===== config.mk =====
export PLATFORM = sky130hd
export DESIGN_NAME = seg7_scan_decoder
export DESIGN_NICKNAME = d
export VERILOG_FILES = /design/src/rtl/seg7_pkg.sv /design/src/rtl/seg7_decode.sv /design/src/rtl/seg7_scan_decoder.sv
export SDC_FILE = /design/constraint.sdc
export NUM_CORES = 1
export LEC_CHECK = 0
export CAP_MARGIN = 10
export CORE_UTILIZATION = 63
export CTS_CLUSTER_DIAMETER = 30
export DETAILED_ROUTE_END_ITERATION = 6
export DONT_BUFFER_PORTS = 1
export GPL_TIMING_DRIVEN = 0
export PLACE_DENSITY = 0.78
export SYNTH_ARGS = -nofsm -noshare
export SYNTH_HDL_FRONTEND = slang
export SYNTH_SLANG_ARGS = --single-unit

===== constraint.sdc =====
create_clock -name CLK -period 3.2 [get_ports CLK]
set_input_delay 0.32 -clock CLK [delete_from_list [all_inputs] [get_ports CLK]]
set_output_delay 0.32 -clock CLK [all_outputs]
set_load 0.02 [all_outputs]

===== src/rtl/seg7_pkg.sv =====
// rtl/seg7_pkg.sv - shared 7-segment glyph constants and CA decode function
package seg7_pkg;

   // Active-high gfedcba patterns; the bus carries the inverse.
   localparam logic [6:0] GLYPH_0 = 7'h3F;
   localparam logic [6:0] GLYPH_1 = 7'h06;
   localparam logic [6:0] GLYPH_2 = 7'h5B;
   localparam logic [6:0] GLYPH_3 = 7'h4F;
   localparam logic [6:0] GLYPH_4 = 7'h66;
   localparam logic [6:0] GLYPH_5 = 7'h6D;
   localparam logic [6:0] GLYPH_6 = 7'h7D;
   localparam logic [6:0] GLYPH_7 = 7'h07;
   localparam logic [6:0] GLYPH_8 = 7'h7F;
   localparam logic [6:0] GLYPH_9 = 7'h6F;
   localparam logic [6:0] GLYPH_A = 7'h77;
   localparam logic [6:0] GLYPH_B = 7'h7C;
   localparam logic [6:0] GLYPH_C = 7'h39;
   localparam logic [6:0] GLYPH_D = 7'h5E;
   localparam logic [6:0] GLYPH_E = 7'h79;
   localparam logic [6:0] GLYPH_F = 7'h71;

   localparam logic [15:0][6:0] GLYPHS = {
      GLYPH_F, GLYPH_E, GLYPH_D, GLYPH_C, GLYPH_B, GLYPH_A, GLYPH_9, GLYPH_8,
      GLYPH_7, GLYPH_6, GLYPH_5, GLYPH_4, GLYPH_3, GLYPH_2, GLYPH_1, GLYPH_0
   };

   localparam logic [6:0] SEG_BLANK = 7'h7F;
   localparam logic [3:0] AN_IDLE   = 4'hF;

   typedef struct packed {
      logic       legal;
      logic       blank;
      logic [3:0] value;
   } seg_decode_t;

   function automatic seg_decode_t seg7_decode_ca(input logic [6:0] ca);
      seg_decode_t r;
      r = '0;
      if (ca == SEG_BLANK) begin
         r.blank = 1'b1;
      end else begin
         for (int i = 0; i < 16; i++) begin
            if (~ca == GLYPHS[i]) begin
               r.legal = 1'b1;
               r.value = 4'(i);
            end
         end
      end
      return r;
   endfunction

endpackage


===== src/rtl/seg7_decode.sv =====
// rtl/seg7_decode.sv - combinational active-low CA to hex value lookup
module seg7_decode
   import seg7_pkg::*;
(
   input  logic [6:0] ca,
   output logic       legal,
   output logic       blank,
   output logic [3:0] value
);

   seg_decode_t dec;

   assign dec   = seg7_decode_ca(ca);
   assign legal = dec.legal;
   assign blank = dec.blank;
   assign value = dec.value;

endmodule


===== src/rtl/seg7_scan_decoder.sv =====
// rtl/seg7_scan_decoder.sv - samples a multiplexed 7-seg bus and recovers per-digit hex values
module seg7_scan_decoder
   import seg7_pkg::*;
#(
   parameter int SETTLE_CYCLES = 4
)
(
   input  logic        CLK,
   input  logic        Reset,
   input  logic [6:0]  displayCA,
   input  logic [3:0]  displayAN,
   output logic [15:0] DigitVal,
   output logic [3:0]  DigitValid,
   output logic        FrameDone,
   output logic        ScanErr,
   output logic        PatternErr
);

   localparam int CW = $clog2(SETTLE_CYCLES + 1);
   localparam logic [CW-1:0] CNT_MAX    = CW'(SETTLE_CYCLES);
   localparam logic [CW-1:0] CNT_COMMIT = CW'(SETTLE_CYCLES - 1);

   logic [10:0]   sync1;
   logic [10:0]   s;
   logic [10:0]   prev;
   logic [CW-1:0] cnt;
   logic [3:0]    mask;

   logic [3:0] an;
   logic [6:0] ca;
   logic [3:0] an_low;
   logic       one_low;
   logic       multi_low;
   logic [1:0] idx;
   logic [3:0] mask_next;
   logic       commit;
   logic       dec_legal;
   logic       dec_blank;
   logic [3:0] dec_value;

   assign an = s[10:7];
   assign ca = s[6:0];

   seg7_decode u_decode (
      .ca    (ca),
      .legal (dec_legal),
      .blank (dec_blank),
      .value (dec_value)
   );

   // The count reaches SETTLE_CYCLES-1 exactly once per stable window, so a held value commits once.
   assign commit = (s == prev) && (cnt == CNT_COMMIT);

   assign an_low    = ~an;
   assign one_low   = (an_low != 4'h0) && ((an_low & (an_low - 4'h1)) == 4'h0);
   assign multi_low = (an_low != 4'h0) && !one_low;

   always_comb begin
      idx = 2'd0;
      for (int i = 0; i < 4; i++) begin
         if (an_low[i]) idx = 2'(i);
      end
   end

   assign mask_next = mask | (4'b0001 << idx);

   always_ff @(posedge CLK or negedge Reset) begin
      if (!Reset) begin
         sync1      <= {AN_IDLE, SEG_BLANK};
         s          <= {AN_IDLE, SEG_BLANK};
         prev       <= {AN_IDLE, SEG_BLANK};
         cnt        <= '0;
         mask       <= 4'h0;
         DigitVal   <= 16'h0000;
         DigitValid <= 4'h0;
         FrameDone  <= 1'b0;
         ScanErr    <= 1'b0;
         PatternErr <= 1'b0;
      end else begin
         sync1 <= {displayAN, displayCA};
         s     <= sync1;
         prev  <= s;

         if (s != prev) begin
            cnt <= '0;
         end else if (cnt != CNT_MAX) begin
            cnt <= cnt + 1'b1;
         end

         FrameDone  <= 1'b0;
         ScanErr    <= 1'b0;
         PatternErr <= 1'b0;

         if (commit) begin
            if (multi_low) begin
               ScanErr <= 1'b1;
            end else if (one_low) begin
               if (dec_legal) begin
                  DigitVal[{idx, 2'b00} +: 4] <= dec_value;
                  DigitValid[idx]             <= 1'b1;
               end else begin
                  DigitValid[idx] <= 1'b0;
                  if (!dec_blank) PatternErr <= 1'b1;
               end

               // Blank slots still count toward the frame; garbage does not.
               if (dec_legal || dec_blank) begin
                  if (mask_next == 4'hF) begin
                     FrameDone <= 1'b1;
                     mask      <= 4'h0;
                  end else begin
                     mask <= mask_next;
                  end
               end
            end
         end
      end
   end

endmodule

# Word-level counts from Yosys, hierarchy flattened
# Index checks and enable logic that the tools add are counted.
totals:
  reg_bits: 63
  latch_bits: 0
  ramBits: 0
  romBits: 0
  output_inout_bits: 23
  word_cells: 116
  mem_count: 0
classes:
  addsub: 3
  multipliers: 0
  div: 0
  magnitude_cmp: 2
  eq_ne: 22
  shift: 3
  muxes: 56
  bitwise_logic: 8
  n_reduce_logical: 12
op_table:
  columns: ["cell", "n"]
  rows:
  - ["$eq 7x7->1 const B", 13]
  - ["$mux 4", 11]
  - ["$mux 1", 33]
  - ["$mux 3", 6]
  - ["$bwmux 16", 1]
  - ["$shift 4x6->16 const A", 1]
  - ["$shiftx 4x6->16", 1]
  - ["$eq 7x3->1 const B", 2]
  - ["$eq 7x6->1 const B", 2]
  - ["$eq 11x11->1", 1]
  - ["$ne 11x11->1", 1]
  - ["$and 4x4->4", 2]
  - ["$mux 2", 4]
  - ["$not 4->4", 2]
  - ["$or 4x4->4", 2]
  - ["$reduce_and 4->1", 2]
  - ["$not 7->7", 1]
  - ["$neg 4->6", 1]
  - ["$eq 4x4->1 const B", 1]
  - ["$logic_and 1x1->1", 4]
  - ["$logic_not 4->1", 1]
  - ["$reduce_bool 4->1", 1]
  - ["$shl 1x2->4 const A", 1]
  - ["$sub 4x1->4 const B", 1]
  - ["other kinds (11)", 11]

# Logic depth before layout (Yosys ltp)
logic_depth:
  ltp_word: 24
  ltp_mapped: 9
  depth_no_buf: 7

# By module
# Synthesis repeated with hierarchy kept, for this count alone.
unflattened:
  cells_unflattened: 221
  area_unflattened_um2: 2865.2
by_module_without_submodules:
  columns: ["mod", "instances", "cells_each", "area_per_inst_um2", "seq_area_each_um2"]
  rows:
  - ["seg7_scan_decoder", 1, 167, 2519.9, 1617.8]
  - ["seg7_decode", 1, 54, 345.3, 0.0]

# Worst setup path before layout
# OpenSTA, ideal clock, no wires.
synth_path:
  kind: "register to register"
  start: "register s[1]"
  end: "register DigitVal[10]"
  arrival_time_ns: 2.122
  t_required_ns: 3.075
  path_slack_ns: 0.952
  path_stages_with_launch: 9
  period_less_slack_ns: 2.248
  cell_sequence: "dfstp_2 > buf_4 > xnor2_1 > or4b_4 > a21oi_4 > nand3b_4 > and3_1 > buf_6 > mux2_4"
synth_via:
  elab_chain_cells: 20
  word_cells_on_any_way: 56
  classes_between: "eq/ne: 18; shift: 1; mux: 34; bitwise: 1; reduce/logical: 2"
synth_lines:
  columns: ["item", "line", "text"]
  rows:
  - ["start, declared", "seg7_scan_decoder.sv:24", "logic [10:0] s;"]
  - ["start signal, assigned", "seg7_scan_decoder.sv:70", "s <= {AN_IDLE, SEG_BLANK};"]
  - ["start signal, assigned", "seg7_scan_decoder.sv:81", "s <= sync1;"]
  - ["$not 7->7", "seg7_pkg.sv:43", "if (~ca == GLYPHS[i]) begin"]
  - ["$eq 7x3->1 / $eq 7x6->1 (equally long branches)", "seg7_pkg.sv:43", null]
  - ["$mux 1", "seg7_pkg.sv:43", null]
  - ["$mux 2 / $mux 1 (equally long branches) (2 in a row)", "seg7_pkg.sv:43", null]
  - ["$mux 3 / $mux 1 (equally long branches) (4 in a row)", "seg7_pkg.sv:43", null]
  - ["$mux 4 / $mux 1 (equally long branches) (8 in a row)", "seg7_pkg.sv:43", null]
  - ["$mux 4 / $mux 1 (equally long branches)", "seg7_pkg.sv:39, seg7_pkg.sv:43", null]
  - ["$shiftx 4x6->16 / $mux 1 (equally long branches)", "seg7_scan_decoder.sv:99, seg7_pkg.sv:39", null]
  - ["$bwmux 16 / $reduce_and 4->1 (equally long branches)", null, null]
  - ["end signal, assigned by index", "seg7_scan_decoder.sv:99", "DigitVal[{idx, 2'b00} +: 4] <= dec_value;"]
  - ["end, declared", "seg7_scan_decoder.sv:12", "output logic [15:0] DigitVal,"]
# Several ways; a longest one is shown, not always the timed one.
# A chain may end at the register's enable or synchronous reset.

# Final worst setup path
layout_path:
  start: "register s[10]"
  end: "register DigitVal[10]"
layout_via:
  elab_chain_cells: 9
  word_cells_on_any_way: 17
  classes_between: "add/sub: 2; eq/ne: 1; shift: 2; mux: 2; bitwise: 3; reduce/logical: 7"
layout_lines:
  columns: ["item", "line", "text"]
  rows:
  - ["$not 4->4", "seg7_scan_decoder.sv:54", "assign an_low = ~an;"]
  - ["$sub 4x1->4", "seg7_scan_decoder.sv:55", "assign one_low = (an_low != 4'h0) && ((an_low & (an_low - 4'h1)) == 4'h0);"]
  - ["$and 4x4->4", "seg7_scan_decoder.sv:55", null]
  - ["$logic_not 4->1", "seg7_scan_decoder.sv:55", null]
  - ["$logic_and 1x1->1", "seg7_scan_decoder.sv:55", null]
  - ["$logic_not 1->1", "seg7_scan_decoder.sv:56", "assign multi_low = (an_low != 4'h0) && !one_low;"]
  - ["$logic_and 1x1->1", "seg7_scan_decoder.sv:56", null]
  - ["$not 1->1 (no source line)", null, null]
  - ["$reduce_and 4->1 (no source line)", null, null]
# Several ways; a longest one is shown, not always the timed one.

==> impl_metrics.toml <==
[global_route]
grt-ovfl-total = 0
grt_pass1_vias = 2001
grt_max_degree = 64
grt_pass1_wl_um = 9110
grt.total_usage_pct = 23.7
antenna_found_initial = 0

[synth]
ys_types = 51
netlist_area_mm2 = 0.00304
ys_ff_latch = 63
async_flop_share_pct = 100
synthCells = 260
synth_top_area_share_pct = 28.6
avgSynthCellArea_um2 = 11.7
seq_area_frac_synth_pct = 53.3
synth_ff_type = "dfstp_2"
synth.largest_area_cell = "dfstp_2"
synth_commonest_cells = "dfstp_2, dfrtp_1, nand2_1"
synth_most_common_cell = "dfstp_2"
synth.net_count = 284
yosys_warnings = 0
synth_edf_count = 0
synthTopCellsByArea = "dfstp_2, dfrtp_1, mux2i_1"

[routing]
vias = 1944
antenna_left = 0
detail_route.first_pass.iterations = 5
drc = 0
wl_per_cell_um = 15.5
viasPerCell = 5.70
finalWirelength_um = 5280
drt_iter0_drc = 114

[sta]
rsz0062_at_grt = "no"
hold_ws_ps = 356
clock.fmax_mhz = 388
finalMaxSlewViolations = 0
timing.final.crit_period_ps = 2580
fin_setup_tns_ps = 0
tightest_slew_ps = 533
post-route-period-util_pct = 80.5
finClkSkew_ps = 7.26
finalSetupViolations = 0
slew_headroom_pct = 64.1
hold_viol_final = 0

[setup_path]
r2r_cells = 9
crit_type = "reg -> reg"
crit_arrival_ps = 2790
endpoint_kind = "flop"
start_kind = "flop"
cp.required_ps = 3410
path_max_fanout = 10

[die]
start_util_pct = 67.4
fp-row-count = 24
die_w_um = 71.4
coreArea_mm2 = 0.00450
fp.dieH_um = 71.4
die-area_mm2 = 0.00510
io_pins = 36

[pwr]
power.density_mw_per_mm2 = 485
peakVddDrop_mv = 0.568
p_total_uw = 1680
p_leak_uw = 0.00148

[clocking]
cts_root_buf = "clkbuf_8"
clk_pin_slew_ps = 70
clock_sinks = 63
cts_tree = "yes"
numCtsBuffers = 9
worstSkewPairLatency_ps = 320
clockBufferDepth = 2
cts_htree_levels = 3

[final_layout]
multi_input_area_mm2 = 0.00124
final_area_mm2 = 0.00346
fill_cells = 288
drive_above_1_share_pct = 26.6
regArea_mm2 = 0.00162
antenna_cells = 0
areaGrowthSynthToFinish_pct = 13.8
nNetsFinal = 308
final_core_util_pct = 76.7

[placement]
gp_congestion = 0.883
postPlaceCellArea_mm2 = 0.00310
dp_hpwl_um = 3460
placement.io_buffers = 0

[status]
status = "complete, no violations"

[min_path]
hp-class = "reg -> reg"
whs_path_depth = 0

[flow_run]
cap_viol_max_count = 0
==> metrics by stage <==
stage	setup slack [ps]	instances
after floorplan	952	260
after global placement	718	312
after detailed placement	651	312
after CTS	616	341
after global routing	420	341
final	623	341
==> critical path: stages, from the launching register on <==
cell and delay, ps:
dfstp_2 600, nand2_1 200, inv_2 160, mux2i_1 90, mux2i_1 170, and4_1 260
clkbuf_1 330, and3_1 230, buf_6 120, mux2_4 290
==> repair_timing <==
| action | CTS | global route |
|---|---|---|
| setup buffers | 0 | 0 |
| hold endpoints to repair | 74 | 0 |
| hold buffers | 13 | 0 |
| resized for setup | 0 | 0 |
==> worst paths after layout <==
| check | start | to | slack, ps |
|---|---|---|---|
| min reg2reg | sync1[2] | s[2] | 360 |
| max in group asynchronous | Reset | prev[2] | 2350 |
| min | sync1[2] | s[2] | 360 |
| max reg2reg | s[10] | DigitVal[10] | 620 |
| max | s[10] | DigitVal[10] | 620 |
| min in group asynchronous | Reset | DigitVal[10] | 530 |
==> cell usage in the layout (no fill, tap or decap), drive strengths merged, types with 2 or more instances in the layout <==
cell type and count:
a211oi 2, a21oi 6, a31oi 5, a32oi 3, and3 6, buf 15
clkbuf 13, clkinv 3, dfrtp 30, dfstp 33, dlygate4sd3 12, ha 11
inv 19, mux2 8, mux2i 15, nand2 26, nand2b 2, nand3 3
nand3b 2, nand4 3, nor2 14, nor2b 4, nor3 8, nor3b 4
nor4b 4, o21ai 4, o22ai 3, o41ai 2, or4b 2, xnor2 12
xor2 4
==> flip-flops by register name, summed over array words and instances, names as in the netlist, named ones only <==
name and cells:
PatternErr 1, prev 11, cnt 3, sync1 11, s 11, ScanErr 1, mask 4, DigitVal 16
FrameDone 1
==> power by group <==
part | switching (µW) | internal, µW | leakage [µW] | total [µW]
logic | 78.9 | 55.9 | 0.000601 | 135
registers | 15.5 | 835 | 0.000766 | 850
clock network | 291 | 401 | 0.000110 | 692
total | 386 | 1290 | 0.00148 | 1680
==> layout make-up <==
| class | instances | share of cell area (%) |
|---|---|---|
| clock buffers | 11 | 4.38 |
| multi-input cells | 163 | 35.9 |
| flip-flops and latches | 63 | 46.8 |
| well taps | 52 | 1.88 |
| clock inverters | 5 | 1.59 |
| inverters | 18 | 1.96 |
| repair buffers | 13 | 4.27 |
| plain buffers | 16 | 3.19 |
==> metal layers <==
layer | global-route usage (%) | share of wire (%) | wire [µm]
met5 | 0 | 0 | 0
met4 | 10.9 | 1.1 | 58
met3 | 6.47 | 4.0 | 211
met2 | 39.7 | 50 | 2650
met1 | 28.6 | 45 | 2360
==> cells by family (layout without fill, tap and decap cells) <==
kind of cell | Yosys count | in the layout | share of synthesized area (%)
compound gates | 31 | 31 | 7.83
xor+xnor | 16 | 16 | 4.61
mux | 23 | 23 | 8.41
simple gates | 82 | 82 | 15.5
fa+ha+maj | 11 | 11 | 4.53
buf+inv | 34 | 63 | 5.85
flops | 63 | 63 | 53.3
(Power assumes the default switching activity.)
